File: config.mk
export PLATFORM = sky130hd
export DESIGN_NAME = mem_access_master
export DESIGN_NICKNAME = d
export VERILOG_FILES = /design/src/rtl/mem_access_master.sv
export SDC_FILE = /design/constraint.sdc
export NUM_CORES = 1
export LEC_CHECK = 0
export ABC_CLOCK_PERIOD_IN_PS = 5400
export CAP_MARGIN = 20
export CORE_MARGIN = 1
export CORE_UTILIZATION = 40
export DETAILED_ROUTE_END_ITERATION = 7
export GPL_TIMING_DRIVEN = 0
export PLACE_DENSITY_LB_ADDON = 0.08
export RECOVER_POWER = 100
export SKIP_CTS_REPAIR_TIMING = 1
export SLEW_MARGIN = 20
export SYNTH_ARGS = -nofsm -noshare
export SYNTH_HDL_FRONTEND = slang
export SYNTH_SLANG_ARGS = --single-unit
File: constraint.sdc
create_clock -name clk -period 5.4 [get_ports clk]
set_input_delay 1.08 -clock clk [delete_from_list [all_inputs] [get_ports clk]]
set_output_delay 1.08 -clock clk [all_outputs]
set_load 0.01 [all_outputs]
File: src/rtl/mem_access_master.sv
// Load/store bus initiator: one byte/half/word access at a time, lane placement and load extension.
// Latency accept->resp_valid: 2 (write) / 2+READ_LATENCY (read) plus stall; waitrequest holds the strobe, req_ready low while busy.
// Optional MISALIGN_TRAP_EN: misaligned requests skip the bus and return resp_err instead of being aligned down.
module mem_access_master #(
    parameter int ADDR_W       = 32,
    parameter int READ_LATENCY = 1
) (
    input  logic              clk,
    input  logic              reset,
    input  logic              req_valid,
    output logic              req_ready,
    input  logic              req_write,
    input  logic [1:0]        req_size,
    input  logic              req_unsigned,
    input  logic [ADDR_W-1:0] req_addr,
    input  logic [31:0]       req_wdata,
    output logic              resp_valid,
    output logic [31:0]       resp_rdata,
    output logic              resp_err,
    output logic [ADDR_W-1:0] address,
    output logic              read,
    output logic              write,
    output logic [3:0]        byteenable,
    output logic [31:0]       writedata,
    input  logic              waitrequest,
    input  logic [31:0]       readdata
);

    typedef enum logic [1:0] {IDLE, BUS, LAT, RESP} state_t;

    state_t            state_q, state_d;
    logic              read_q, read_d, write_q, write_d;
    logic [ADDR_W-1:0] addr_q, addr_d;
    logic [3:0]        be_q, be_d;
    logic [31:0]       wdata_q, wdata_d;
    logic [1:0]        size_q, size_d, off_q, off_d;
    logic              uns_q, uns_d, err_q, err_d;
    logic [2:0]        cnt_q, cnt_d;
    logic [31:0]       rdata_q, rdata_d;

    logic              is_half, is_word, trap;
    logic [1:0]        off_eff;
    logic [3:0]        be_new;
    logic [31:0]       wd_new, rd_shift, rd_ext;

    assign is_word = req_size[1];
    assign is_half = (req_size == 2'b01);

`ifdef MISALIGN_TRAP_EN
    assign trap = (is_half & req_addr[0]) | (is_word & (req_addr[1:0] != 2'b00));
`else
    assign trap = 1'b0;
`endif

    // Misaligned low bits are cleared; in trap mode those requests never reach the bus anyway.
    assign off_eff = is_word ? 2'b00 : (is_half ? {req_addr[1], 1'b0} : req_addr[1:0]);

    always_comb begin
        be_new = 4'b1111;
        wd_new = req_wdata;
        if (!is_word && !is_half) begin
            be_new = 4'b0001 << off_eff;
            wd_new = {4{req_wdata[7:0]}};
        end else if (is_half) begin
            be_new = off_eff[1] ? 4'b1100 : 4'b0011;
            wd_new = {2{req_wdata[15:0]}};
        end
    end

    assign rd_shift = readdata >> {off_q, 3'b000};

    always_comb begin
        rd_ext = rd_shift;
        case (size_q)
            2'b00:   rd_ext = {{24{~uns_q & rd_shift[7]}}, rd_shift[7:0]};
            2'b01:   rd_ext = {{16{~uns_q & rd_shift[15]}}, rd_shift[15:0]};
            default: rd_ext = rd_shift;
        endcase
    end

    always_comb begin
        state_d = state_q;
        read_d  = read_q;
        write_d = write_q;
        addr_d  = addr_q;
        be_d    = be_q;
        wdata_d = wdata_q;
        size_d  = size_q;
        off_d   = off_q;
        uns_d   = uns_q;
        err_d   = err_q;
        cnt_d   = cnt_q;
        rdata_d = rdata_q;
        case (state_q)
            IDLE: begin
                if (req_valid) begin
                    size_d  = req_size;
                    off_d   = off_eff;
                    uns_d   = req_unsigned;
                    err_d   = trap;
                    rdata_d = 32'h0;
                    if (trap) begin
                        state_d = RESP;
                    end else begin
                        state_d = BUS;
                        read_d  = ~req_write;
                        write_d = req_write;
                        addr_d  = {req_addr[ADDR_W-1:2], 2'b00};
                        be_d    = be_new;
                        wdata_d = wd_new;
                    end
                end
            end
            BUS: begin
                if (!waitrequest) begin
                    read_d  = 1'b0;
                    write_d = 1'b0;
                    if (read_q) begin
                        cnt_d   = 3'(READ_LATENCY);
                        state_d = LAT;
                    end else begin
                        state_d = RESP;
                    end
                end
            end
            LAT: begin
                // Counter reaching zero this cycle is the cycle readdata is valid.
                if (cnt_q == 3'd1) begin
                    rdata_d = rd_ext;
                    cnt_d   = 3'd0;
                    state_d = RESP;
                end else begin
                    cnt_d = cnt_q - 3'd1;
                end
            end
            RESP: begin
                state_d = IDLE;
            end
            default: state_d = IDLE;
        endcase
    end

    always_ff @(posedge clk or negedge reset) begin
        if (!reset) begin
            state_q <= IDLE;
            read_q  <= 1'b0;
            write_q <= 1'b0;
            addr_q  <= '0;
            be_q    <= 4'b0;
            wdata_q <= 32'h0;
            size_q  <= 2'b0;
            off_q   <= 2'b0;
            uns_q   <= 1'b0;
            err_q   <= 1'b0;
            cnt_q   <= 3'd0;
            rdata_q <= 32'h0;
        end else begin
            state_q <= state_d;
            read_q  <= read_d;
            write_q <= write_d;
            addr_q  <= addr_d;
            be_q    <= be_d;
            wdata_q <= wdata_d;
            size_q  <= size_d;
            off_q   <= off_d;
            uns_q   <= uns_d;
            err_q   <= err_d;
            cnt_q   <= cnt_d;
            rdata_q <= rdata_d;
        end
    end

    assign req_ready  = (state_q == IDLE);
    assign resp_valid = (state_q == RESP);
    assign resp_rdata = rdata_q;
    assign resp_err   = resp_valid & err_q;
    assign address    = addr_q;
    assign read       = read_q;
    assign write      = write_q;
    assign byteenable = be_q;
    assign writedata  = wdata_q;

endmodule

; ---- Word level (Yosys, flattened, before mapping)
; Cells that the tools add are included.
; W data, S select, Z words.
[op_classes]
eq_ne = 10
n_reduce_logical = 13
bitwise = 4
muxes = 25
add_sub_neg = 1
n_shift = 2
[op_table]
columns = op, n
row1 = $mux W32, 4
row2 = $pmux W32 S2, 2
row3 = $shr A32 B5 Y32, 1
row4 = $mux W4, 3
row5 = $reduce_and A3 Y1, 4
row6 = $mux W3, 3
row7 = $mux W2, 4
row8 = $ne A2 B2 Y1 const B, 4
row9 = $pmux W2 S4, 1
row10 = $eq A2 B1 Y1 const B, 3
row11 = $pmux W3 S2, 1
row12 = $reduce_bool A2 Y1, 3
row13 = $mux W1, 5
row14 = $eq A2 B2 Y1 const B, 2
row15 = $logic_not A2 Y1, 2
row16 = $pmux W1 S2, 2
row17 = $shl A1 B2 Y4 const A, 1
row18 = $eq A3 B1 Y1 const B, 1
row19 = $sub A3 B1 Y3 const B, 1
row20 = $and A1 B1 Y1, 2
row21 = $logic_not A1 Y1, 2
row22 = $not A1 Y1, 2
row23 = $reduce_and A2 Y1, 1
row24 = $logic_and A1 B1 Y1, 1
[word_totals]
wordCells = 66
regBits = 110
output_inout_bits = 105
inputBits = 104

; ---- Logic depth before layout (Yosys ltp)
; Gate-level depths: netlist of the first run.
[logic_depth]
ltp_word = 6
depth_mapped = 8
mapped_depth_nobuf = 6

; ---- Worst setup path before layout of the first run
; No wires, ideal clock.
[synth_timing]
kind = input-to-reg
start = input port req_valid
end = register rdata_q[24], in the netlist resp_rdata[24]
path_buffers = 2
path_slack_ps = 3011
setup_time_ps = 67
required_time_ps = 5333
stages = 6
t_arrival_ps = 2322
cell_sequence = nor2b_1 > or3b_1 > buf_6 > a2111oi_4 > buf_6 > a221o_1
[synth_between]
elab_chain_len = 2
[synth_lines]
columns = element, line_no
row1 = start: declaration, 10  ; input logic req_valid,
row2 = $ne A2 B2 Y1 (no source line), --
row3 = $reduce_and A3 Y1 (no source line), --
row4 = end signal: assignment, 169  ; rdata_q <= rdata_d;
row5 = end: declaration, 39  ; logic [31:0] rdata_q, rdata_d;
; No other way between the ends.
; A chain may end at the register's enable or synchronous reset.

; ---- Final worst setup path of the first run
[layout_timing]
start = input port req_valid
end = register rdata_q[27], in the netlist resp_rdata[27]
; The elaborated chain is that of the path after synthesis.

==> results of run 1 <==
==> through the flow <==
step	instance area, µm²	utilization (%)	hold slack, ns
3_3_place_gp	7433	58.90	0.4620
6_report	7760	61.49	0.4797
3_5_place_dp	7462	59.13	0.4701
4_1_cts	7782	61.67	0.4867
5_1_grt	7760	61.49	0.5071
2_1_floorplan	5176	-	0.4498
==> report_power, final <==
| group | internal, µW | total, µW | switching (µW) | leakage [µW] |
|---|---|---|---|---|
| logic | 954 | 1850 | 901 | 0.00189 |
| clock network | 409 | 719 | 310 | 0.000156 |
| registers | 1180 | 1360 | 177 | 0.00137 |
| total | 2540 | 3930 | 1390 | 0.00342 |
==> layer usage <==
layer  global-route usage (%)  part of all wire [%]  up-vias
met2                    37.76                    49      130
met3                    7.008                   7.1       22
met1                    26.42                    42     2081
li1                         -                     -     2085
met5                        0                     0        -
met4                    8.974                   1.9        0
==> worst max-delay path by stage <==
stage	startpoint	end	slack (ns)
after floorplan	req_valid	resp_rdata[24]$_DFFE_PN0P_	3.01
final	req_valid	resp_rdata[27]$_DFFE_PN0P_	2.06
after CTS	req_valid	writedata[0]$_DFFE_PN0P_	2.41
after global routing	reset	writedata[2]$_DFFE_PN0P_	1.37
after detailed placement	req_valid	writedata[0]$_DFFE_PN0P_	2.05
after global placement	reset	address[22]$_DFFE_PN0P_	-1.09
==> layout by cell type (no fill, tap or decap), types with 3 or more instances in the layout <==
cell type,netlist,routed
mux2i_1,40,40
clkbuf_16,0,9
or2_2,3,3
ha_1,7,7
inv_1,10,10
dfrtp_1,110,110
nor2_1,22,22
clkbuf_1,26,29
nand2b_1,6,6
a21oi_1,26,26
nand3b_1,8,8
conb_1,1,3
mux2_2,49,49
o22ai_1,3,3
nand2_1,55,55
a221o_1,16,16
dlygate4sd3_1,0,104
clkdlybuf4s50_1,0,99
o21ai_0,54,54
buf_4,3,3
==> sequential cells by signal, indices dropped and copies added (netlist names), 2 cells and up <==
| signal | count |
|---|---|
| address | 30 |
| byteenable | 4 |
| cnt_q | 3 |
| off_q | 2 |
| resp_rdata | 32 |
| size_q | 2 |
| state_q | 2 |
| writedata | 32 |
==> cell type report <==
cell class / instances / area, µm² / area share, %
buffer: 35 / 145.1 / 1.870
clock buffer: 9 / 225.2 / 2.902
clock inverter: 7 / 95.09 / 1.225
inverter: 10 / 37.54 / 0.4837
multi-input combinational: 310 / 2226 / 28.68
sequential: 110 / 2753 / 35.47
tap: 172 / 215.2 / 2.773
timing repair buffer: 205 / 2063 / 26.59
==> cell families after synthesis <==
group / after synthesis / share of synthesized area [%]
adder cells (fa/ha/maj): 7 / 1.694
AND/OR/NAND/NOR: 98 / 8.570
other: 1 / 0.07255
buffers and inverters: 45 / 3.825
multiplexers: 90 / 18.86
flip-flops: 110 / 53.26
AO/OA/AOI/OAI: 112 / 13.73
==> critical path: cells and delay by family <==
kind	cells	cell delay (ns)
and+or+nand+nor	2	0.47
AOI/OAI and AO/OA	2	0.74
buffers and inverters	3	1.34
==> flow_metrics.py, run 1 <==
metrics = {
    "finish": {
        "diodes": 0,
        "syn2layout_area_growth_pct": 50.13,
        "stdcell_count": 858,
        "drive_gt1_share_pct": 11.66,
        "fill_cells": 1121,
        "nets": 792,
    },
    "sta": {
        "rsz0062_at_grt": "false",
        "period_share_pct": 61.93,
        "setup_viol": 0,
        "timing.final.ws_setup_ns": 2.056,
        "finalSetupTns_ns": 0,
        "skew_ns": 0.003957,
        "drv_slew": 52,
        "hold_violations": 0,
        "slew_headroom_pct": -95.68,
        "worst_pin_slew_ns": 2.935,
        "max_freq_ghz": 0.2990,
        "period_needed_ns": 3.344,
    },
    "worst_setup_path": {
        "critical_path_class": "in -> reg",
        "worstPathMaxFanout": 10,
        "r2r-start": "state_q[0]$_DFFE_PN0P_",
        "critPathMaxStageDelay_ns": 0.67,
        "critPathRequiredTime_ns": 5.69,
        "r2r_end": "resp_rdata[27]$_DFFE_PN0P_",
        "worstPathCellList": "dlygate4sd3_1, nor2b_1, or3b_1, clkbuf_1, a2111oi_4, clkbuf_1, a221o_1",
        "worstRegToRegCells": 8,
        "slowest_stage": "dlygate4sd3_1",
        "crit_path_frequent_cell": "clkbuf_1",
        "end_kind": "register",
        "crit_path_start_kind": "input pin",
        "reg2reg_slack_ns": 2.58,
        "cp.arrival_ns": 3.63,
    },
    "outcome": {
        "violations": "capacitance limit, slew limit",
        "status": "complete, but fails checks",
    },
    "clock_tree": {
        "clockBufferDepth": 2,
        "clock_sinks": 110,
        "root_buffer": "clkbuf_16",
        "path_clk_slew_ns": 0.07,
        "cts_buffers": 9,
        "clock_latency_ns": 0.35,
        "htree_num_levels": 3,
        "tritoncts": "done",
    },
    "power_and_ir_drop": {
        "leakage_uw": 0.003418,
        "p_per_area_nw_per_um2": 506.7,
        "power_uw": 3932,
        "ir_drop_mv": 0.2518,
    },
    "min_path": {
        "min_path_cells": 2,
        "hold_path_class": "reg -> reg",
        "whs_endpoint": "byteenable[3]$_DFFE_PN0P_",
        "min_from": "byteenable[3]$_DFFE_PN0P_",
    },
    "grt": {
        "grt_use_total_pct": 22.32,
        "grt_pass1_vias": 4540,
        "grt_start_max_net_pins": 60,
        "grt_overflow": 0,
        "grt_antenna_before_repair": 0,
        "grt_pass1_wl_um": 22590,
    },
    "logic_synthesis": {
        "synth_warnings": 0,
        "syn_avg_cell_area_um2": 11.16,
        "yosys-top-cells-area": "dfrtp_1 53%, mux2_2 11%, mux2i_1 7.7%",
        "postSynth.asyncResetShare_pct": 100.0,
        "ys.flop_type": "dfrtp_1",
        "yosysMostFrequentCell": "dfrtp_1",
        "synth.cell_area_um2": 5169,
        "synth_top_area_share_pct": 53.26,
        "synth-edff-count": 0,
        "synth_cell_types": 37,
        "ys_seq_elements": 110,
        "netlist_top_cells_count": "110 x dfrtp_1, 55 x nand2_1, 54 x o21ai_0, 49 x mux2_2, 40 x mux2i_1",
        "yosys.area.top_type": "dfrtp_1",
        "ys_seq_area_share_pct": 53.26,
        "syn_inst": 463,
    },
    "routing": {
        "wirelength_um": 14230,
        "num_vias": 4318,
        "wl_per_cell_um": 16.58,
        "drc": 0,
        "first_iter_violations": 137,
        "vias_per_cell": 5.033,
        "dr.pass1.iters": 4,
        "ant_nets": 0,
    },
    "placed_design": {
        "io_buffer_count": 204,
        "place.gp.congestion": 0.8230,
        "pre_cts_slack_ns": 2.047,
        "dp_cells": 842,
        "detailed_place_hpwl_um": 10820,
    },
    "die": {
        "core_area_um2": 12620,
        "fp.dieH_um": 115.7,
        "die_area_um2": 13380,
        "io_pins": 209,
        "row_count": 41,
        "initial_utilization_pct": 40.96,
        "die_x_um": 115.7,
    },
    "job": {
        "maxCapViolCount": 1,
    },
}
(Power assumes the default switching activity.)
==> run 2, diff against run 1 <==
- ABC_CLOCK_PERIOD_IN_PS: 5400 -> 2800
- CORE_UTILIZATION: 40 -> 39
- clock period: 5.4 -> 2.8 ns (I/O delays scaled with it)
==> flow_metrics.py, run 2 (synthesized netlist as in run 1, its figures left out) <==
metrics = {
    "die": {
        "die_area_um2": 13720,
        "die_x_um": 117.1,
        "initial_utilization_pct": 40.46,
        "core_area_um2": 12770,
        "io_pins": 209,
        "row_count": 41,
        "fp.dieH_um": 117.1,
    },
    "routing": {
        "ant_nets": 0,
        "dr.pass1.iters": 5,
        "first_iter_violations": 158,
        "drc": 0,
        "wl_per_cell_um": 17.20,
        "wirelength_um": 14750,
        "num_vias": 4367,
        "vias_per_cell": 5.090,
    },
    "sta": {
        "period_share_pct": 89.92,
        "worst_pin_slew_ns": 2.383,
        "drv_slew": 41,
        "skew_ns": 0.007997,
        "hold_violations": 0,
        "rsz0062_at_grt": "false",
        "hold-worst-slack_ns": 0.4769,
        "slew_headroom_pct": -58.84,
        "period_needed_ns": 2.518,
        "max_freq_ghz": 0.3972,
        "finalSetupTns_ns": 0,
        "setup_viol": 0,
    },
    "worst_setup_path": {
        "end_kind": "register",
        "worstPathMaxFanout": 10,
        "cp.arrival_ns": 2.81,
        "crit_path_start_kind": "register",
        "critPathRequiredTime_ns": 3.09,
        "critical_path_class": "reg -> reg",
    },
    "grt": {
        "grt_use_total_pct": 22.31,
        "grt_pass1_vias": 4518,
        "grt_start_max_net_pins": 71,
        "grt_antenna_before_repair": 0,
        "grt_pass1_wl_um": 23010,
        "grt_overflow": 0,
    },
    "outcome": {
        "violations": "capacitance limit, slew limit",
        "status": "complete, but fails checks",
    },
    "power_and_ir_drop": {
        "power_uw": 7537,
        "p_clk_share_pct": 17.2,
        "leakage_uw": 0.003411,
        "combPwrFrac_pct": 48.0,
        "p_per_area_nw_per_um2": 972.9,
        "p_sw_share_pct": 35.59,
        "p_seq_share_pct": 34.8,
        "netSwitchingPower_uw": 2683,
        "ir_drop_mv": 0.6937,
        "p_int_uw": 4855,
    },
    "job": {
        "maxCapViolCount": 1,
    },
    "finish": {
        "nets": 792,
        "syn2layout_area_growth_pct": 49.89,
        "layout.cells.most_common_list": "110 x dfrtp_1, 102 x dlygate4sd3_1, 101 x clkdlybuf4s50_1",
        "diodes": 0,
        "stdcell_area_um2": 7747,
        "stdcell_count": 858,
        "fill_cells": 1078,
        "layout_commonest_cell": "dfrtp_1",
        "drive_gt1_share_pct": 11.37,
    },
    "clock_tree": {
        "clockBufferDepth": 2,
        "cts_buffers": 9,
        "tritoncts": "done",
        "clock_sinks": 110,
        "clock_latency_ns": 0.36,
        "path_clk_slew_ns": 0.07,
        "root_buffer": "clkbuf_16",
        "htree_num_levels": 3,
    },
    "placed_design": {
        "io_buffer_count": 204,
        "placed_cell_area_um2": 7462,
        "place.gp.congestion": 0.8340,
        "detailed_place_hpwl_um": 11210,
        "dp_cells": 842,
    },
    "min_path": {
        "hold_path_class": "reg -> reg",
    },
}
## run 2: final cells by class
cell class	instances	area, µm²	area share [%]
repair buffers	205	2063	26.63
plain buffers	35	158.9	2.051
multi-input cells	310	2226	28.73
flip-flops and latches	110	2753	35.53
inverters	10	37.54	0.4845
clock buffers	13	250.2	3.230
clock inverters	3	43.79	0.5652
well taps	172	215.2	2.778
## run 2: power by group through the flow
stage,Sequential (µW),Clock (µW),Combinational (µW)
after global placement,2650,0,3800
after CTS,2660,1330,3900
after detailed placement,2680,0,3880
final,2630,1300,3620
after floorplan,2930,0,1660
after global routing,2720,1390,3960
## run 2: worst paths after layout
kind / start / to / slack (ns) / cells past startpoint
min reg2reg: writedata[16]$_DFFE_PN0P_ / writedata[16]$_DFFE_PN0P_ / 0.48 / 2
max in group asynchronous: reset / resp_rdata[11]$_DFFE_PN0P_ / 0.52 / 1
max: state_q[0]$_DFFE_PN0P_ / resp_rdata[27]$_DFFE_PN0P_ / 0.28 / 8
min in group asynchronous: reset / cnt_q[2]$_DFFE_PN0P_ / 0.92 / 1
max reg2reg: state_q[0]$_DFFE_PN0P_ / resp_rdata[27]$_DFFE_PN0P_ / 0.28 / 8
min: writedata[16]$_DFFE_PN0P_ / writedata[16]$_DFFE_PN0P_ / 0.48 / 2
## run 2: per-stage QoR
step | util (%) | setup slack (ns)
after floorplan | - | 0.6268
after global placement | 58.19 | -3.155
after detailed placement | 58.42 | -0.03969
after CTS | 60.72 | 0.2606
after global routing | 60.65 | 0.08618
final | 60.65 | 0.2822
## run 2: critical path: stages (launching register included)
cell and delay, ns:
dfrtp_1 0.40, inv_1 0.15, ha_1 0.17, clkbuf_1 0.29, or3b_1 0.40, buf_6 0.16, a2111oi_4 0.54, buf_6 0.22
a221o_1 0.12
## run 2: metal layers
metal,global-route usage [%],vias to the layer above,part of all wire (%)
li1,-,2071,-
met1,26.77,2136,42
met2,37.44,145,49
met3,7.775,15,7.6
met4,7.511,0,1.5
met5,0,-,0
